===== src/rtl/gato_pkg.sv =====
// gato_pkg: shared constants for the tic-tac-toe board controller.
//   - cell codes stored in the 2-bit board fields
//   - game_state encodings driven to the display stage
//   - GRID side length and the (x,y) -> linear cell index helper
package gato_pkg;

    localparam int GRID = 3;

    localparam logic [1:0] CELL_EMPTY = 2'b00;
    localparam logic [1:0] CELL_X     = 2'b01;
    localparam logic [1:0] CELL_O     = 2'b10;

    localparam logic [1:0] ST_PLAY  = 2'b00;
    localparam logic [1:0] ST_CHECK = 2'b01;
    localparam logic [1:0] ST_WIN   = 2'b10;
    localparam logic [1:0] ST_DRAW  = 2'b11;

    // Linear cell index 3*y + x; the board field for a cell sits at bit 2*index.
    function automatic logic [3:0] cell_idx(input logic [2:0] x, input logic [2:0] y);
        return 4'(y) * 4'd3 + 4'(x);
    endfunction

endpackage


===== src/rtl/gato_win_check.sv =====
// gato_win_check: combinational line/full detector for the 3x3 board.
//   board[17:0]  in   cell (x,y) at bits [2*(3*y+x)+:2]
//   mark[1:0]    in   mark to look for (CELL_X or CELL_O)
//   line_hit     out  some row, column or diagonal is entirely 'mark'
//   board_full   out  no empty cell remains (code 11 counts as occupied)
module gato_win_check
    import gato_pkg::*;
(
    input  logic [17:0] board,
    input  logic [1:0]  mark,
    output logic        line_hit,
    output logic        board_full
);

    logic [8:0] cell_used;
    logic [8:0] cell_is_mark;
    logic [7:0] line_match;
    logic       mark_ok;

    // Only a real player mark may match; this keeps a stray 11 cell from ever
    // forming a line.
    assign mark_ok = (mark == CELL_X) || (mark == CELL_O);

    generate
        for (genvar gi = 0; gi < 9; gi++) begin : g_cell
            assign cell_used[gi]    = (board[2*gi +: 2] != CELL_EMPTY);
            assign cell_is_mark[gi] = (board[2*gi +: 2] == mark);
        end
        for (genvar gi = 0; gi < 3; gi++) begin : g_rowcol
            // row gi: cells 3gi .. 3gi+2; column gi: cells gi, gi+3, gi+6
            assign line_match[gi]     = cell_is_mark[3*gi] & cell_is_mark[3*gi+1] & cell_is_mark[3*gi+2];
            assign line_match[3 + gi] = cell_is_mark[gi] & cell_is_mark[gi+3] & cell_is_mark[gi+6];
        end
    endgenerate

    assign line_match[6] = cell_is_mark[0] & cell_is_mark[4] & cell_is_mark[8];
    assign line_match[7] = cell_is_mark[2] & cell_is_mark[4] & cell_is_mark[6];

    assign line_hit   = mark_ok & (|line_match);
    assign board_full = &cell_used;

endmodule


===== src/rtl/gato_board_ctrl.sv =====
// gato_board_ctrl: cursor register, board owner and game FSM for tic-tac-toe.
//   clk, reset        rising-edge clock, synchronous active-high reset
//   move_valid        pulse: next_x/next_y carry a cursor proposal
//   next_x, next_y    proposed cursor from the arithmetic stage
//   select            pulse: place the side-to-move's mark at the cursor
//   new_game          pulse: restart once a game has finished
//   pos_x, pos_y      registered cursor (fed back to the arithmetic stage)
//   board             3x3 board, 2 bits per cell
//   player            side to move: 0 = X, 1 = O
//   game_state        00 PLAY, 01 CHECK, 10 WIN, 11 DRAW
//   winner            00 none, 01 X, 10 O
//   occupied_err      pulse: select hit a non-empty cell
// All outputs come straight from flops.
module gato_board_ctrl
    import gato_pkg::*;
#(
    parameter int GRID  = 3,
    parameter int POS_W = 3
) (
    input  logic                       clk,
    input  logic                       reset,
    input  logic                       move_valid,
    input  logic [POS_W-1:0]           next_x,
    input  logic [POS_W-1:0]           next_y,
    input  logic                       select,
    input  logic                       new_game,
    output logic [POS_W-1:0]           pos_x,
    output logic [POS_W-1:0]           pos_y,
    output logic [2*GRID*GRID-1:0]     board,
    output logic                       player,
    output logic [1:0]                 game_state,
    output logic [1:0]                 winner,
    output logic                       occupied_err
);

    localparam logic [POS_W-1:0] MAX_POS = POS_W'(GRID - 1);

    logic [POS_W-1:0]       pos_x_q, pos_x_d;
    logic [POS_W-1:0]       pos_y_q, pos_y_d;
    logic [2*GRID*GRID-1:0] board_q, board_d;
    logic                   player_q, player_d;
    logic [1:0]             state_q, state_d;
    logic [1:0]             winner_q, winner_d;
    logic                   occupied_err_q, occupied_err_d;

    logic [1:0] mark;
    logic [4:0] cur_bit;
    logic       line_hit;
    logic       board_full;

    // Code of the side to move is simply player+1.
    assign mark    = player_q ? CELL_O : CELL_X;
    assign cur_bit = {cell_idx(pos_x_q, pos_y_q), 1'b0};

    // In CHECK the board register already holds the mark just placed and
    // player_q still names the side that placed it.
    gato_win_check u_win_check (
        .board      (board_q),
        .mark       (mark),
        .line_hit   (line_hit),
        .board_full (board_full)
    );

    always_comb begin
        pos_x_d        = pos_x_q;
        pos_y_d        = pos_y_q;
        board_d        = board_q;
        player_d       = player_q;
        state_d        = state_q;
        winner_d       = winner_q;
        occupied_err_d = 1'b0;

        case (state_q)
            ST_PLAY: begin
                // select reads the pre-move cursor; a simultaneous move still lands.
                if (select) begin
                    if (board_q[cur_bit +: 2] == CELL_EMPTY) begin
                        board_d[cur_bit +: 2] = mark;
                        state_d               = ST_CHECK;
                    end else begin
                        occupied_err_d = 1'b1;
                    end
                end
                // An out-of-range coordinate discards the whole proposal.
                if (move_valid && (next_x <= MAX_POS) && (next_y <= MAX_POS)) begin
                    pos_x_d = next_x;
                    pos_y_d = next_y;
                end
            end
            ST_CHECK: begin
                if (line_hit) begin
                    state_d  = ST_WIN;
                    winner_d = mark;
                end else if (board_full) begin
                    state_d = ST_DRAW;
                end else begin
                    player_d = ~player_q;
                    state_d  = ST_PLAY;
                end
            end
            default: begin
                // WIN / DRAW: frozen until new_game.
                if (new_game) begin
                    pos_x_d  = '0;
                    pos_y_d  = '0;
                    board_d  = '0;
                    player_d = 1'b0;
                    winner_d = CELL_EMPTY;
                    state_d  = ST_PLAY;
                end
            end
        endcase
    end

    always_ff @(posedge clk) begin
        if (reset) begin
            pos_x_q        <= '0;
            pos_y_q        <= '0;
            board_q        <= '0;
            player_q       <= 1'b0;
            state_q        <= ST_PLAY;
            winner_q       <= CELL_EMPTY;
            occupied_err_q <= 1'b0;
        end else begin
            pos_x_q        <= pos_x_d;
            pos_y_q        <= pos_y_d;
            board_q        <= board_d;
            player_q       <= player_d;
            state_q        <= state_d;
            winner_q       <= winner_d;
            occupied_err_q <= occupied_err_d;
        end
    end

    assign pos_x        = pos_x_q;
    assign pos_y        = pos_y_q;
    assign board        = board_q;
    assign player       = player_q;
    assign game_state   = state_q;
    assign winner       = winner_q;
    assign occupied_err = occupied_err_q;

endmodule


===== config.mk =====
export PLATFORM = sky130hd
export DESIGN_NAME = gato_board_ctrl
export DESIGN_NICKNAME = d
export VERILOG_FILES = /design/src/rtl/gato_pkg.sv /design/src/rtl/gato_win_check.sv /design/src/rtl/gato_board_ctrl.sv
export SDC_FILE = /design/constraint.sdc
export NUM_CORES = 1
export LEC_CHECK = 0
export ABC_AREA = 1
export CAP_MARGIN = 0
export CORE_UTILIZATION = 30
export DETAILED_ROUTE_END_ITERATION = 10
export GPL_TIMING_DRIVEN = 0
export PLACE_DENSITY_LB_ADDON = 0.12
export SYNTH_ARGS = -nofsm -noshare
export SYNTH_HDL_FRONTEND = slang
export SYNTH_HIERARCHICAL = 1
export SYNTH_SLANG_ARGS = --single-unit

===== constraint.sdc =====
create_clock -name clk -period 2.5 [get_ports clk]
set_clock_uncertainty 0.05 [all_clocks]
set_input_delay 0.75 -clock clk [delete_from_list [all_inputs] [get_ports clk]]
set_output_delay 0.75 -clock clk [all_outputs]
set_load 0.03 [all_outputs]

==> reports/metrics.yaml <==
cts_buffers: 5
endpoint_kind: "flop"
syn_inst: 428
ys_ff_latch: 30
seq_area_frac_synth_pct: 23.2
synth_mux_area_share_pct: 0
rr_startpoint: "pos_x[1]$_SDFFE_PP0P_"
grt_pass1_wl_mm: 12.8
finalNetCount: 506
diodes: 0
core_mm2: 0.00830
hold_ws_ps: 437
vias: 2750
die_h_um: 95.0
via_per_inst: 4.64
route.detailed.drc: 0
synth_simple_gate_area_share_pct: 50.8
violations: "setup timing"
worst_ep_arrival_time_ps: 3080
synth-compound-area-share_pct: 7.19
start_util_pct: 31.2
synth_top_family_by_area: "simple AND/OR/NAND/NOR gates"
finish.utilization_pct: 42.2
insertion_delay_ps: 290
grt_max_degree: 11
syn_nets: 447
post-route-period-util_pct: 118
cts_tree: "done"
syn_area_mm2: 0.00259
startpoint_type: "flop"
p_leak_nw: 1.55
yosys.cell_types.count: 37
cts_max_path_buffers: 2
io_pins: 41
ys_warn_count: 6
root_buffer: "clkbuf_8"
rsz0062_at_grt: "true"
final-setup-viol-count: 20
max_cap_violations: 0
hp-start: "pos_x[2]$_SDFFE_PP0P_"
antenna_found_initial: 0
slew_headroom_pct: 60.5
worstSetupPathType: "flop to flop"
finalMaxSlewViolations: 0
antenna_left: 0
max_freq_ghz: 0.339
port-buffer-count: 40
path_clk_slew_ps: 70
syn_avg_cell_area_um2: 6.06
synth-xor-area-share_pct: 0.965
drive_gt1_share_pct: 25.2
crit_required_ps: 2640
rows: 33
setup_slack_ps: -446
post-route-cell-area_mm2: 0.00350
gr-total-overflow: 0
grt_pass1_vias: 2583
h-tree-depth: 2
total_power_mw: 3.89
pre_cts_ws_ps: -525
placed_area_mm2: 0.00316
first_iter_violations: 117
die_area_mm2: 0.00902
n_fill_cell: 898
routedWlPerCell_um: 12.9
rrSetupSlack_ps: -450
firstDrtPassIters: 4
area_delta_synth_final_pct: 35.1
min_path_type: "flop to flop"
cts_num_sinks: 30
place.gp.congestion: 0.846
ir_worst_vdd_mv: 0.491
hold_viol: 0
wl_mm: 7.64
hpwl_mm: 5.98
die_w_um: 95.0
startpoint: "pos_x[1]$_SDFFE_PP0P_"
power.density_mw_per_mm2: 1110
track_usage_pct: 18.5
path_max_fanout: 6
synth_fa_ha_area_share_pct: 4.73
worst_slew_pin_slew_ps: 586
status: "complete, but fails checks"
layout_min_cycle_time_ps: 2950
worst max-delay path, cell delays in order, from the launching register on:
cell and delay [ps]:
dfxtp_4 350, inv_2 40, fa_1 520, inv_1 40, ha_2 170, inv_2 50, fa_2 470, buf_4 180
nand3_1 70, nand2_1 70, nand2_1 80, nand3_2 120, nand2_4 130, nand3_4 150, nor2_4 190, nand2_1 60
nand2_1 50, nor2_1 30
layout by cell type (no fill, tap or decap), drive strengths merged, types with 3 or more instances in the layout:
master / count
a211oi: 3
a21oi: 14
buf: 17
clkbuf: 8
clkdlybuf4s50: 40
clkinv: 4
dfxtp: 30
fa: 3
ha: 5
inv: 63
nand2: 151
nand3: 30
nand4: 12
nor2: 74
nor3: 9
o21ai: 12
cells in the mapped netlist, drive strengths merged:
master  instances  area [um^2]
nor4            2         12.5
xnor2           1         8.76
clkbuf          4         35.0
a21oi          14         73.8
fa              3         60.1
xor2            1         16.3
nand4          12         93.8
a211oi          3         22.5
nand2         150          611
dfxtp          30          601
ha              5         62.6
or2             2         12.5
nand3          30          178
nor3b           1         7.51
o21bai          1         11.3
o22ai           2         12.5
clkinv          2         7.51
o21ai          12         60.1
buf             5         52.6
a31oi           1         6.26
inv            64          245
nor2           74          358
nor3            9         45.0
cell type report:
cell class              count  area, um^2  share of cell area, %
clock buffers               5        68.8                   1.96
inverters                  66         264                   7.54
plain buffers               9        95.1                   2.72
repair buffers             51         487                   13.9
clock inverters             3        40.0                   1.14
flip-flops and latches     30         613                   17.5
multi-input cells         324        1800                   51.5
well taps                 105         131                   3.75
cell families (layout without fill, tap and decap cells):
family | after synthesis | after routing
AO/OA/AOI/OAI | 33 | 33
XOR/XNOR | 2 | 2
adder cells (fa/ha/maj) | 8 | 8
buffers and inverters | 75 | 134
flip-flops | 30 | 30
AND/OR/NAND/NOR | 280 | 281
repair_timing:
action,CTS,global route
gates cloned,1,0
pin swaps,15,18
gates resized for setup,18,30
hold buffers,0,0
setup endpoints to repair,24,23
buffers inserted,6,5
metal layers:
layer	vias to the layer above	track usage, %	routed length [um]
met5	-	0	0
met4	0	5.43	112
met3	12	2.98	400
met2	61	29.9	3450
met1	1221	25.2	3680
li1	1456	-	-
sequential cells by signal, indices dropped and copies added, names as in the netlist:
register / flops
game_state: 2
pos_x: 3
occupied_err: 1
pos_y: 3
board: 18
player: 1
winner: 2
through the flow:
| step | instances | setup TNS (ps) |
|---|---|---|
| 2_1_floorplan | 428 | -4640 |
| 3_3_place_gp | 573 | -9860 |
| 3_5_place_dp | 573 | -9910 |
| 4_1_cts | 588 | -8420 |
| 5_1_grt | 593 | -10750 |
| 6_report | 593 | -7810 |
power breakdown:
group | internal (mW) | switching (mW) | total [mW]
Clock | 0.293 | 0.200 | 0.493
Combinational | 0.979 | 1.63 | 2.61
Sequential | 0.607 | 0.179 | 0.787
path summary, 6_finish.rpt:
kind | cells past startpoint | endpoint
max | 17 | board[17]$_SDFFE_PP0P_
min | 2 | pos_x[2]$_SDFFE_PP0P_
max reg2reg | 17 | board[17]$_SDFFE_PP0P_
min reg2reg | 2 | pos_x[2]$_SDFFE_PP0P_
Power figures use the tool's default switching activity.
